===== src/rtl/pkt_cnt_pkg.sv =====
// Shared constants and FSM encoding for the packet/byte counter reader.
package pkt_cnt_pkg;
  localparam int BYTE_COUNTER_WIDTH   = 37;
  localparam int PACKET_COUNTER_WIDTH = 27;

  localparam int CNT_ADR_INDEX = 0;
  localparam int CNT_ADR_LOW   = 1;
  localparam int CNT_ADR_HIGH  = 2;

  typedef enum logic [3:0] {
    ST_IDLE,
    ST_WR_REQ,
    ST_WR_WAIT,
    ST_SETTLE,
    ST_RDL_REQ,
    ST_RDL_WAIT,
    ST_RDH_REQ,
    ST_RDH_WAIT,
    ST_RESULT
  } state_e;
endpackage


===== src/rtl/packet_counter_reader_if.sv =====
// Wishbone single-transfer bus between the reader and the counter block.
interface packet_counter_reader_if #(
  parameter int AW = 24,
  parameter int DW = 32
) ();
  logic          cyc;
  logic          we;
  logic [AW-1:0] adr;
  logic [DW-1:0] dat_w;
  logic          ack;
  logic [DW-1:0] dat_r;

  modport master (output cyc, we, adr, dat_w, input ack, dat_r);
  modport slave  (input cyc, we, adr, dat_w, output ack, dat_r);
endinterface


===== src/rtl/packet_counter_reader_wb_single_master.sv =====
// One Wishbone transfer: one-cycle cyc pulse, held adr/we/dat, ack wait with timeout.
module wb_single_master #(
  parameter int AW             = 24,
  parameter int DW             = 32,
  parameter int TIMEOUT_CYCLES = 255
) (
  input  logic          clk_i,
  input  logic          rst_n_i,
  input  logic          start_i,
  input  logic          we_i,
  input  logic [AW-1:0] adr_i,
  input  logic [DW-1:0] dat_i,
  output logic          done_o,
  output logic          err_o,
  output logic [DW-1:0] rdata_o,
  packet_counter_reader_if.master wb
);
  localparam int TW = $clog2(TIMEOUT_CYCLES + 1);

  logic          cyc_q, cyc_d;
  logic          we_q, we_d;
  logic [AW-1:0] adr_q, adr_d;
  logic [DW-1:0] dat_q, dat_d;
  logic          busy_q, busy_d;
  logic [TW-1:0] tmo_q, tmo_d;
  logic          ack_ok, expired;

  always_comb begin
    cyc_d  = 1'b0;
    we_d   = we_q;
    adr_d  = adr_q;
    dat_d  = dat_q;
    busy_d = busy_q;
    tmo_d  = tmo_q;
    // an ack coinciding with our own pulse cannot belong to this transfer
    ack_ok  = busy_q && !cyc_q && wb.ack;
    expired = busy_q && !ack_ok && (tmo_q == TW'(TIMEOUT_CYCLES - 1));
    done_o  = ack_ok || expired;
    err_o   = expired;
    if (busy_q) tmo_d = tmo_q + 1'b1;
    if (done_o) busy_d = 1'b0;
    if (start_i) begin
      cyc_d  = 1'b1;
      busy_d = 1'b1;
      tmo_d  = '0;
      we_d   = we_i;
      adr_d  = adr_i;
      dat_d  = dat_i;
    end
  end

  always_ff @(posedge clk_i or negedge rst_n_i) begin
    if (!rst_n_i) begin
      cyc_q  <= 1'b0;
      we_q   <= 1'b0;
      adr_q  <= '0;
      dat_q  <= '0;
      busy_q <= 1'b0;
      tmo_q  <= '0;
    end else begin
      cyc_q  <= cyc_d;
      we_q   <= we_d;
      adr_q  <= adr_d;
      dat_q  <= dat_d;
      busy_q <= busy_d;
      tmo_q  <= tmo_d;
    end
  end

  assign wb.cyc   = cyc_q;
  assign wb.we    = we_q;
  assign wb.adr   = adr_q;
  assign wb.dat_w = dat_q;
  assign rdata_o  = wb.dat_r;
endmodule


===== src/rtl/packet_counter_reader.sv =====
// Reads 64-bit packet/byte statistics entries over Wishbone: index write, settle, low read, high read.
module packet_counter_reader
  import pkt_cnt_pkg::*;
#(
  parameter int WB_DATA_WIDTH  = 32,
  parameter int WB_ADDR_WIDTH  = 24,
  parameter int NUM_COUNTER    = 1024,
  parameter int IDX_WIDTH      = 10,
  parameter int SETTLE_CYCLES  = 16,
  parameter int TIMEOUT_CYCLES = 255
) (
  input  logic                            clk_i,
  input  logic                            rst_n_i,
  input  logic                            req_valid_i,
  input  logic [IDX_WIDTH-1:0]            req_idx_i,
  input  logic                            scan_i,
  output logic                            req_ready_o,
  output logic                            res_valid_o,
  input  logic                            res_ready_i,
  output logic [IDX_WIDTH-1:0]            res_idx_o,
  output logic [PACKET_COUNTER_WIDTH-1:0] res_packets_o,
  output logic [BYTE_COUNTER_WIDTH-1:0]   res_bytes_o,
  output logic                            res_err_o,
  output logic                            res_last_o,
  output logic                            busy_o,
  output logic                            wb_cyc_o,
  output logic                            wb_we_o,
  output logic [WB_ADDR_WIDTH-1:0]        wb_adr_o,
  output logic [WB_DATA_WIDTH-1:0]        wb_dat_o,
  input  logic                            wb_ack_i,
  input  logic [WB_DATA_WIDTH-1:0]        wb_dat_i
);
  localparam int SW = $clog2(SETTLE_CYCLES + 1);
  localparam logic [IDX_WIDTH-1:0] LAST_IDX = IDX_WIDTH'(NUM_COUNTER - 1);

  packet_counter_reader_if #(.AW(WB_ADDR_WIDTH), .DW(WB_DATA_WIDTH)) bus ();

  state_e                            state_q, state_d;
  logic [IDX_WIDTH-1:0]              idx_q, idx_d;
  logic                              scan_q, scan_d;
  logic [SW-1:0]                     settle_q, settle_d;
  logic [WB_DATA_WIDTH-1:0]          lo_q, lo_d, hi_d;
  logic                              req_ready_q, res_valid_q, res_err_q, res_last_q, busy_q;
  logic                              res_err_d, res_last_d;
  logic [IDX_WIDTH-1:0]              res_idx_q, res_idx_d;
  logic [PACKET_COUNTER_WIDTH-1:0]   res_packets_q, res_packets_d;
  logic [BYTE_COUNTER_WIDTH-1:0]     res_bytes_q, res_bytes_d;
  logic [2*WB_DATA_WIDTH-1:0]        res_data;
  logic                              fin_err;

  logic                              m_start, m_we, m_done, m_err;
  logic [WB_ADDR_WIDTH-1:0]          m_adr;
  logic [WB_DATA_WIDTH-1:0]          m_rdata;

  always_comb begin
    state_d  = state_q;
    idx_d    = idx_q;
    scan_d   = scan_q;
    settle_d = settle_q;
    lo_d     = lo_q;
    hi_d     = '0;
    fin_err  = 1'b0;
    unique case (state_q)
      ST_IDLE: begin
        if (req_ready_q && scan_i) begin
          idx_d   = '0;
          scan_d  = 1'b1;
          state_d = ST_WR_REQ;
        end else if (req_ready_q && req_valid_i) begin
          idx_d   = req_idx_i;
          scan_d  = 1'b0;
          state_d = ST_WR_REQ;
        end
      end
      ST_WR_REQ:  state_d = ST_WR_WAIT;
      ST_WR_WAIT: begin
        if (m_done && m_err) begin
          fin_err = 1'b1;
          state_d = ST_RESULT;
        end else if (m_done) begin
          settle_d = SW'(SETTLE_CYCLES);
          state_d  = ST_SETTLE;
        end
      end
      ST_SETTLE: begin
        if (settle_q == '0) state_d = ST_RDL_REQ;
        else                settle_d = settle_q - 1'b1;
      end
      ST_RDL_REQ:  state_d = ST_RDL_WAIT;
      ST_RDL_WAIT: begin
        if (m_done && m_err) begin
          fin_err = 1'b1;
          state_d = ST_RESULT;
        end else if (m_done) begin
          lo_d    = m_rdata;
          state_d = ST_RDH_REQ;
        end
      end
      ST_RDH_REQ:  state_d = ST_RDH_WAIT;
      ST_RDH_WAIT: begin
        if (m_done) begin
          fin_err = m_err;
          hi_d    = m_rdata;
          state_d = ST_RESULT;
        end
      end
      ST_RESULT: begin
        if (res_ready_i) begin
          if (scan_q && idx_q < LAST_IDX) begin
            idx_d   = idx_q + 1'b1;
            state_d = ST_WR_REQ;
          end else begin
            state_d = ST_IDLE;
          end
        end
      end
      default: state_d = ST_IDLE;
    endcase
  end

  // Result fields are loaded once on entry into RESULT and then held.
  always_comb begin
    res_idx_d     = res_idx_q;
    res_packets_d = res_packets_q;
    res_bytes_d   = res_bytes_q;
    res_err_d     = res_err_q;
    res_last_d    = res_last_q;
    res_data      = fin_err ? '0 : {hi_d, lo_q};
    if (state_d == ST_RESULT && state_q != ST_RESULT) begin
      res_idx_d     = idx_q;
      res_packets_d = res_data[2*WB_DATA_WIDTH-1 -: PACKET_COUNTER_WIDTH];
      res_bytes_d   = res_data[BYTE_COUNTER_WIDTH-1:0];
      res_err_d     = fin_err;
      res_last_d    = !scan_q || (idx_q == LAST_IDX);
    end
  end

  always_comb begin
    m_start = (state_d == ST_WR_REQ) || (state_d == ST_RDL_REQ) || (state_d == ST_RDH_REQ);
    m_we    = (state_d == ST_WR_REQ);
    m_adr   = (state_d == ST_WR_REQ)  ? WB_ADDR_WIDTH'(CNT_ADR_INDEX) :
              (state_d == ST_RDL_REQ) ? WB_ADDR_WIDTH'(CNT_ADR_LOW)   :
                                        WB_ADDR_WIDTH'(CNT_ADR_HIGH);
  end

  wb_single_master #(
    .AW(WB_ADDR_WIDTH), .DW(WB_DATA_WIDTH), .TIMEOUT_CYCLES(TIMEOUT_CYCLES)
  ) u_wbm (
    .clk_i   (clk_i),
    .rst_n_i (rst_n_i),
    .start_i (m_start),
    .we_i    (m_we),
    .adr_i   (m_adr),
    .dat_i   (WB_DATA_WIDTH'(idx_d)),
    .done_o  (m_done),
    .err_o   (m_err),
    .rdata_o (m_rdata),
    .wb      (bus)
  );

  always_ff @(posedge clk_i or negedge rst_n_i) begin
    if (!rst_n_i) begin
      state_q       <= ST_IDLE;
      idx_q         <= '0;
      scan_q        <= 1'b0;
      settle_q      <= '0;
      lo_q          <= '0;
      req_ready_q   <= 1'b0;
      res_valid_q   <= 1'b0;
      busy_q        <= 1'b0;
      res_idx_q     <= '0;
      res_packets_q <= '0;
      res_bytes_q   <= '0;
      res_err_q     <= 1'b0;
      res_last_q    <= 1'b0;
    end else begin
      state_q       <= state_d;
      idx_q         <= idx_d;
      scan_q        <= scan_d;
      settle_q      <= settle_d;
      lo_q          <= lo_d;
      req_ready_q   <= (state_d == ST_IDLE);
      res_valid_q   <= (state_d == ST_RESULT);
      busy_q        <= (state_d != ST_IDLE);
      res_idx_q     <= res_idx_d;
      res_packets_q <= res_packets_d;
      res_bytes_q   <= res_bytes_d;
      res_err_q     <= res_err_d;
      res_last_q    <= res_last_d;
    end
  end

  assign bus.ack       = wb_ack_i;
  assign bus.dat_r     = wb_dat_i;
  assign wb_cyc_o      = bus.cyc;
  assign wb_we_o       = bus.we;
  assign wb_adr_o      = bus.adr;
  assign wb_dat_o      = bus.dat_w;
  assign req_ready_o   = req_ready_q;
  assign res_valid_o   = res_valid_q;
  assign busy_o        = busy_q;
  assign res_idx_o     = res_idx_q;
  assign res_packets_o = res_packets_q;
  assign res_bytes_o   = res_bytes_q;
  assign res_err_o     = res_err_q;
  assign res_last_o    = res_last_q;
endmodule


===== config.mk =====
export PLATFORM = sky130hd
export DESIGN_NAME = packet_counter_reader
export DESIGN_NICKNAME = d
export VERILOG_FILES = /design/src/rtl/pkt_cnt_pkg.sv /design/src/rtl/packet_counter_reader_if.sv /design/src/rtl/packet_counter_reader_wb_single_master.sv /design/src/rtl/packet_counter_reader.sv
export SDC_FILE = /design/constraint.sdc
export NUM_CORES = 1
export LEC_CHECK = 0
export CORE_MARGIN = 2
export CORE_UTILIZATION = 51
export CTS_CLUSTER_DIAMETER = 50
export DETAILED_ROUTE_END_ITERATION = 8
export GPL_ROUTABILITY_DRIVEN = 0
export GPL_TIMING_DRIVEN = 0
export PLACE_DENSITY = 0.89
export SLEW_MARGIN = 30
export SYNTH_ARGS = -nofsm -noshare
export SYNTH_HDL_FRONTEND = slang
export SYNTH_HIERARCHICAL = 1
export SYNTH_SLANG_ARGS = --single-unit

===== constraint.sdc =====
create_clock -name clk_i -period 3.1 [get_ports clk_i]
set_clock_uncertainty 0.05 [all_clocks]
set_input_delay 0.62 -clock clk_i [delete_from_list [all_inputs] [get_ports clk_i]]
set_output_delay 0.62 -clock clk_i [all_outputs]
set_load 0.005 [all_outputs]

# Yosys cells after proc, flatten, opt, wreduce, memory -nomap -nowiden
# Cells that the tools add are included.
[totals] elab_cells=105 ramBits=0 reg_bits=176 out_inout_bits=137 latch_bits=0 n_memories=0 rom_bits=0 inputBits=48
[op_classes] multipliers=0 muxes=35 n_lt_le_gt_ge=1 n_bitwise=1 n_div=0 reduce_logical=28 n_shift=0 add_sub_neg=3 eq_ne=18
[ops] op="2-to-1 mux 32 bit" n=2
[ops] op="2-to-1 mux 64 bit" n=1
[ops] op="2-to-1 mux 10 bit" n=4
[ops] op="2-to-1 mux 4 bit" n=9
[ops] op="one-hot mux 4 bit (9 select lines)" n=1
[ops] op="== test 4 x 3 -> 1 bit, second input constant" n=6
[ops] op="one-hot mux 10 bit (2 select lines)" n=1
[ops] op="2-to-1 mux 8 bit" n=2
[ops] op="2-to-1 mux 5 bit" n=3
[ops] op="adder 10 x 1 -> 10 bit, second input constant" n=1
[ops] op="== test 10 bit, second input constant" n=1
[ops] op="less-than comparator 10 bit, second input constant" n=1
[ops] op="one-hot mux 5 bit (2 select lines)" n=1
[ops] op="logical AND 1 bit" n=9
[ops] op="adder 8 x 1 -> 8 bit, second input constant" n=1
[ops] op="== test 4 x 1 -> 1 bit, second input constant" n=2
[ops] op="== test 4 x 2 -> 1 bit, second input constant" n=2
[ops] op="== test 4 bit, second input constant" n=2
[ops] op="== test 8 bit, second input constant" n=1
[ops] op="zero test 4 bit" n=2
[ops] op="2-to-1 mux 1 bit" n=8
[ops] op="nonzero test 2 bit" n=4
[ops] op="!= test 2 bit, second input constant" n=3
[ops] op="zero test 5 bit" n=1
[ops] op="other kinds (12)" n=18

# Depth between registers and ports, before layout
[logic_depth] ltp_word=14 mapped_depth=14 ltp_nobuf=10

# Cells and area by module
# Netlist, hierarchy kept.
[modules_own_cells] mod="packet_counter_reader" instances=1 seq_area_each_um2=3278.1 cells_each=404 area_per_inst_um2=5347.6
[modules_own_cells] mod="wb_single_master" instances=1 seq_area_each_um2=1676.6 cells_each=200 area_per_inst_um2=2826.5

# Worst setup path after synthesis
# OpenSTA, ideal clock, no wires.
[synth_path] path_type="reg-to-reg" startpoint="register u_wbm.tmo_q[0]" endpoint="register u_wbm.adr_q[0] (netlist: u_wbm/wb.adr[0])" period_less_slack_ns=2.873 required_time_ns=2.925 setup_slack_ns=0.227 path_buffers=4 setup_time_ns=0.125 path_stages_with_launch=15 arrival_ns=2.698 cell_sequence="dfrtp_1 > inv_1 > ha_1 > nand4_1 > nor2_1 > o21a_1 > nor2b_1 > nand2_1 > or3_1 > buf_2 > buf_6 > nand3_1 > buf_2 > buf_2 > mux2_2"
[synth_via] elab_chain_len=9 word_cells_on_any_way=17 classes_between="eq/ne (4); mux (8); reduce/logical (5)"
[synth_rtl] element="start: declaration" line="packet_counter_reader_wb_single_master.sv:25" source="logic [TW-1:0] tmo_q, tmo_d;"
[synth_rtl] element="start signal: assignment" line="packet_counter_reader_wb_single_master.sv:66" source="tmo_q <= tmo_d;"
[synth_rtl] element="== test 8 bit *" line="packet_counter_reader_wb_single_master.sv:37" source="expired = busy_q && !ack_ok && (tmo_q == TW'(TIMEOUT_CYCLES - 1));"
[synth_rtl] element="logical AND 1 bit *" line="packet_counter_reader_wb_single_master.sv:37"
[synth_rtl] element="logical OR 1 bit *" line="packet_counter_reader_wb_single_master.sv:38" source="done_o = ack_ok || expired;"
[synth_rtl] element="named net m_done" line="packet_counter_reader.sv:51" source="logic m_start, m_we, m_done, m_err;"
[synth_rtl] element="2-to-1 mux 4 bit (tied with other cells)" line="packet_counter_reader.sv:94" source="end else if (m_done) begin"
[synth_rtl] element="2-to-1 mux 4 bit, on equally long branches" line="packet_counter_reader.sv:91, packet_counter_reader.sv:77"
[synth_rtl] element="one-hot mux 4 bit (9 select lines) *" line="packet_counter_reader.sv:63" source="unique case (state_q)"
[synth_rtl] element="== test 4 x 1 -> 1 bit or == test 4 x 3 -> 1 bit (tied branches)" line="packet_counter_reader.sv:139" source="m_start = (state_d == ST_WR_REQ) || (state_d == ST_RDL_REQ) || (state_d == ST_RDH_REQ);"
[synth_rtl] element="logical OR 1 bit" line="packet_counter_reader.sv:139"
[synth_rtl] element="logical OR 1 bit *" line="packet_counter_reader.sv:139"
[synth_rtl] element="named net m_start" line="packet_counter_reader.sv:51"
[synth_rtl] element="end signal: assignment" line="packet_counter_reader_wb_single_master.sv:63" source="adr_q <= adr_d;"
[synth_rtl] element="end: declaration" line="packet_counter_reader_wb_single_master.sv:22" source="logic [AW-1:0] adr_q, adr_d;"
# Mark *: on every way through the listed nets, which the timed path passes. The rest lies on a longest branch.
# A chain may end at the register's enable or synchronous reset.

# Final worst setup path
[layout_path] startpoint="register u_wbm.tmo_q[0]" endpoint="register u_wbm.dat_q[6] (netlist: u_wbm/wb.dat_w[6])"
[layout_via] elab_chain_len=9 word_cells_on_any_way=15 classes_between="eq/ne (4); mux (6); reduce/logical (5)"
[layout_rtl] element="== test 8 bit *" line="packet_counter_reader_wb_single_master.sv:37"
[layout_rtl] element="logical AND 1 bit *" line="packet_counter_reader_wb_single_master.sv:37"
[layout_rtl] element="logical OR 1 bit *" line="packet_counter_reader_wb_single_master.sv:38"
[layout_rtl] element="named net m_done" line="packet_counter_reader.sv:51"
[layout_rtl] element="2-to-1 mux 4 bit (tied with other cells)" line="packet_counter_reader.sv:94"
[layout_rtl] element="2-to-1 mux 4 bit, on equally long branches" line="packet_counter_reader.sv:91, packet_counter_reader.sv:77"
[layout_rtl] element="one-hot mux 4 bit (9 select lines) *" line="packet_counter_reader.sv:63"
[layout_rtl] element="== test 4 x 1 -> 1 bit or == test 4 x 3 -> 1 bit (tied branches)" line="packet_counter_reader.sv:139"
[layout_rtl] element="logical OR 1 bit" line="packet_counter_reader.sv:139"
[layout_rtl] element="logical OR 1 bit *" line="packet_counter_reader.sv:139"
[layout_rtl] element="named net m_start" line="packet_counter_reader.sv:51"
[layout_rtl] element="end signal: assignment" line="packet_counter_reader_wb_single_master.sv:64" source="dat_q <= dat_d;"
[layout_rtl] element="end: declaration" line="packet_counter_reader_wb_single_master.sv:23" source="logic [DW-1:0] dat_q, dat_d;"
# Marks and branches as above.

==> metrics.cfg <==
[run_status]
outcome = finished, final reports clean

[final_layout]
n_antenna_cell = 0
final_nets = 878
n_fill_cell = 1154
postLayoutCoreUtil_pct = 69.0
drive_gt1_share_pct = 24.7
final_area_um2 = 10900
area_delta_synth_final_pct = 33.2

[synthesis]
async_reset_ff_share_pct = 100
avgSynthCellArea_um2 = 13.5
synth_largest_area_cell = dfrtp_1
yosysSeqAreaShare_pct = 60.6
yosys.cell_types.count = 60
synth_cells = 604
synth_edf_count = 0
synth_area_um2 = 8170
ys_seq_elements = 198
synthTopCellsByCount = dfrtp_1 (198), mux2_2 (98), a22o_1 (64)
synth_most_common_cell = dfrtp_1
yosys-top-cells-area = dfrtp_1 (61%), mux2_2 (14%), a22o_1 (6.9%), buf_4 (3.1%), nand2_1 (1.3%)
synth_top_area_share_pct = 60.6
yosys_warnings = 6
synthFlopType = dfrtp_1

[drt]
wl_per_cell_um = 18.3
num_vias = 5609
drc = 0
totalWireLength_um = 19300
first_iter_violations = 334
ant_nets = 0
firstDrtPassIters = 4
viasPerCell = 5.32

[global_routing]
grt_pass1_wl_um = 30500
antenna_found_initial = 0
grt-ovfl-total = 0
grt_usage_pct = 23.5
grt_max_degree = 83
first_global_vias = 5800

[power_and_ir_drop]
power_frac_comb_pct = 34.4
p_int_mw = 6.96
pwr-share-seq_pct = 42.1
p_per_area_nw_per_um2 = 892
p_leak_nw = 4.97
power.switching_mw = 2.75
switching_share_pct = 28.3
ir_worst_vdd_v = 0.000572
pwr-share-clk_pct = 23.4

[timing]
clock.fmax_ghz = 0.337
final.period_utilization_pct = 95.8
maxSlewViolCount = 0
hold_violations = 0
slew_headroom_pct = 58.1
finalSetupViolCount = 0
fin_setup_tns_ns = 0
worst_pin_slew_ns = 0.628
whs_ns = 0.0342
finalWorstSetupSlack_ns = 0.129
min_period_ns = 2.97

[cts]
clockRootBuffer = clkbuf_16
cts_buffers = 17
clockBufferDepth = 2
clk_pin_slew_ns = 0.07
clock-sinks = 198
cts_tree = built
hold_buffers = 0
htreeDepth = 4
clock_latency_ns = 0.43

[worst_setup_path]
endpoint_kind = flip-flop
path_class = reg -> reg
timing.rr.end = u_wbm/wb.dat_w[6]
critPathLaunchType = flip-flop
crit_start = u_wbm/tmo_q[0]
crit_fanout = 10
arrival_ns = 3.23
crit_path_end = u_wbm/wb.dat_w[6]
r2r-start = u_wbm/tmo_q[0]
r2r_slack_ns = 0.13
r2r_cells = 14
critical_path_required_ns = 3.36

[run]
drv_cap = 0

[die]
num_rows = 46
design.core.area_um2 = 15800
dieArea_um2 = 17100
start_util_pct = 51.8
die_x_um = 131
ios = 185
die_h_um = 131

[place]
dp_hpwl_um = 13700
io_buffer_count = 152
dpl_cell_area_um2 = 10200
dp_slack_ns = -0.758

[worst_hold_path]
worstHoldPathType = in -> async

final cells by class:
| cell class | count | area (µm²) | area share (%) |
|---|---|---|---|
| multi-input cells | 371 | 2950 | 27.1 |
| flip-flops and latches | 198 | 4950 | 45.5 |
| inverters | 13 | 48.8 | 0.448 |
| well taps | 216 | 270 | 2.48 |
| plain buffers | 65 | 444 | 4.08 |
| clock buffers | 20 | 437 | 4.01 |
| repair buffers | 159 | 1620 | 14.9 |
| clock inverters | 12 | 165 | 1.52 |
power by group through the flow:
stage	clock network, mW	registers (mW)	logic, mW
2_1_floorplan	0	4.09	1.46
3_3_place_gp	0	4.06	3.17
3_5_place_dp	0	4.13	3.28
4_1_cts	2.32	4.10	3.33
5_1_grt	2.42	4.21	3.61
6_report	2.27	4.09	3.34
metal layers:
metal	part of all wire (%)	track usage (%)
met5	0	0
met2	52	38.2
met3	5.3	7.04
met4	2.2	9.07
met1	40	29.9
critical path, cell delays in order, from the launching register on:
cell and delay (ns):
dfrtp_1 0.41, inv_1 0.07, ha_1 0.16, nand4_1 0.15, nor2_2 0.15, o21a_1 0.14
nor2b_1 0.17, nand2_1 0.08, or3_1 0.29, buf_2 0.20, buf_6 0.18, nand3_4 0.12
buf_8 0.17, buf_6 0.17, mux2_2 0.35
logic make-up (layout without fill, tap and decap cells):
family / after synthesis / after routing / share of synthesized area (%)
buffers and inverters: 78 / 269 / 5.60
xor gates and xnor gates: 7 / 7 / 0.750
AOI/OAI and AO/OA: 118 / 118 / 11.9
other: 1 / 44 / 0.0459
adders and majority gates: 5 / 5 / 0.765
DFF: 198 / 198 / 60.6
muxes: 98 / 98 / 13.5
and+or+nand+nor: 99 / 99 / 6.78
metrics by stage:
step	cells	total power, mW
finish	1054	9.71
detailed placement	1017	7.41
global placement	1015	7.23
CTS	1050	9.75
floorplan	647	5.55
global route	1054	10.2
placed cells by master (no fill, tap or decap), types with 3 or more instances in the layout:
cell type        instances
and3_1                   3
nand3_1                 11
or3_1                    3
nor2_1                  14
clkdlybuf4s50_1        151
clkbuf_1                10
bufinv_16                3
buf_2                   11
a221o_1                  5
nor3_1                   4
clkbuf_16               17
inv_6                    4
buf_4                   39
conb_1                  44
ha_1                     5
buf_6                    6
o21ai_0                 14
nand2_1                 29
dfrtp_1                198
o211ai_1                 4
xnor2_1                  4
xor2_1                   3
mux2_2                  98
nand4_1                  4
inv_1                   13
a22o_1                  64
o311ai_0                 3
buf_1                    4
a21oi_1                  9
nand2b_1                 3
how the worst min path moves through the flow:
stage | start | to | slack, ns | depth (start not counted)
after floorplan | rst_n_i | busy_o | 0.27 | 0
after global placement | lo_q[6] | res_bytes_o[6] | 0.42 | 1
after detailed placement | lo_q[27] | res_bytes_o[27] | 0.42 | 1
after CTS | rst_n_i | idx_q[7] | 0.03 | 1
after global routing | rst_n_i | idx_q[7] | 0.05 | 1
final | rst_n_i | u_wbm/wb.dat_w[7] | 0.03 | 1
registers in the layout, indices dropped and copies added (netlist names):
| register | cells |
|---|---|
| busy_o | 1 |
| idx_q | 10 |
| lo_q | 32 |
| req_ready_o | 1 |
| res_bytes_o | 37 |
| res_err_o | 1 |
| res_idx_o | 10 |
| res_last_o | 1 |
| res_packets_o | 27 |
| res_valid_o | 1 |
| scan_q | 1 |
| settle_q | 5 |
| state_q | 4 |
| u_wbm/busy_q | 1 |
| u_wbm/tmo_q | 8 |
| u_wbm/wb.adr | 24 |
| u_wbm/wb.cyc | 1 |
| u_wbm/wb.dat_w | 32 |
| u_wbm/wb.we | 1 |
timing repair:
| item | in CTS | in global routing |
|---|---|---|
| resized for setup | 7 | 9 |
| setup buffers | 1 | 4 |
| endpoints found under the setup margin | 66 | 61 |
| pin swaps | 0 | 1 |
Power figures use the tool's default switching activity.
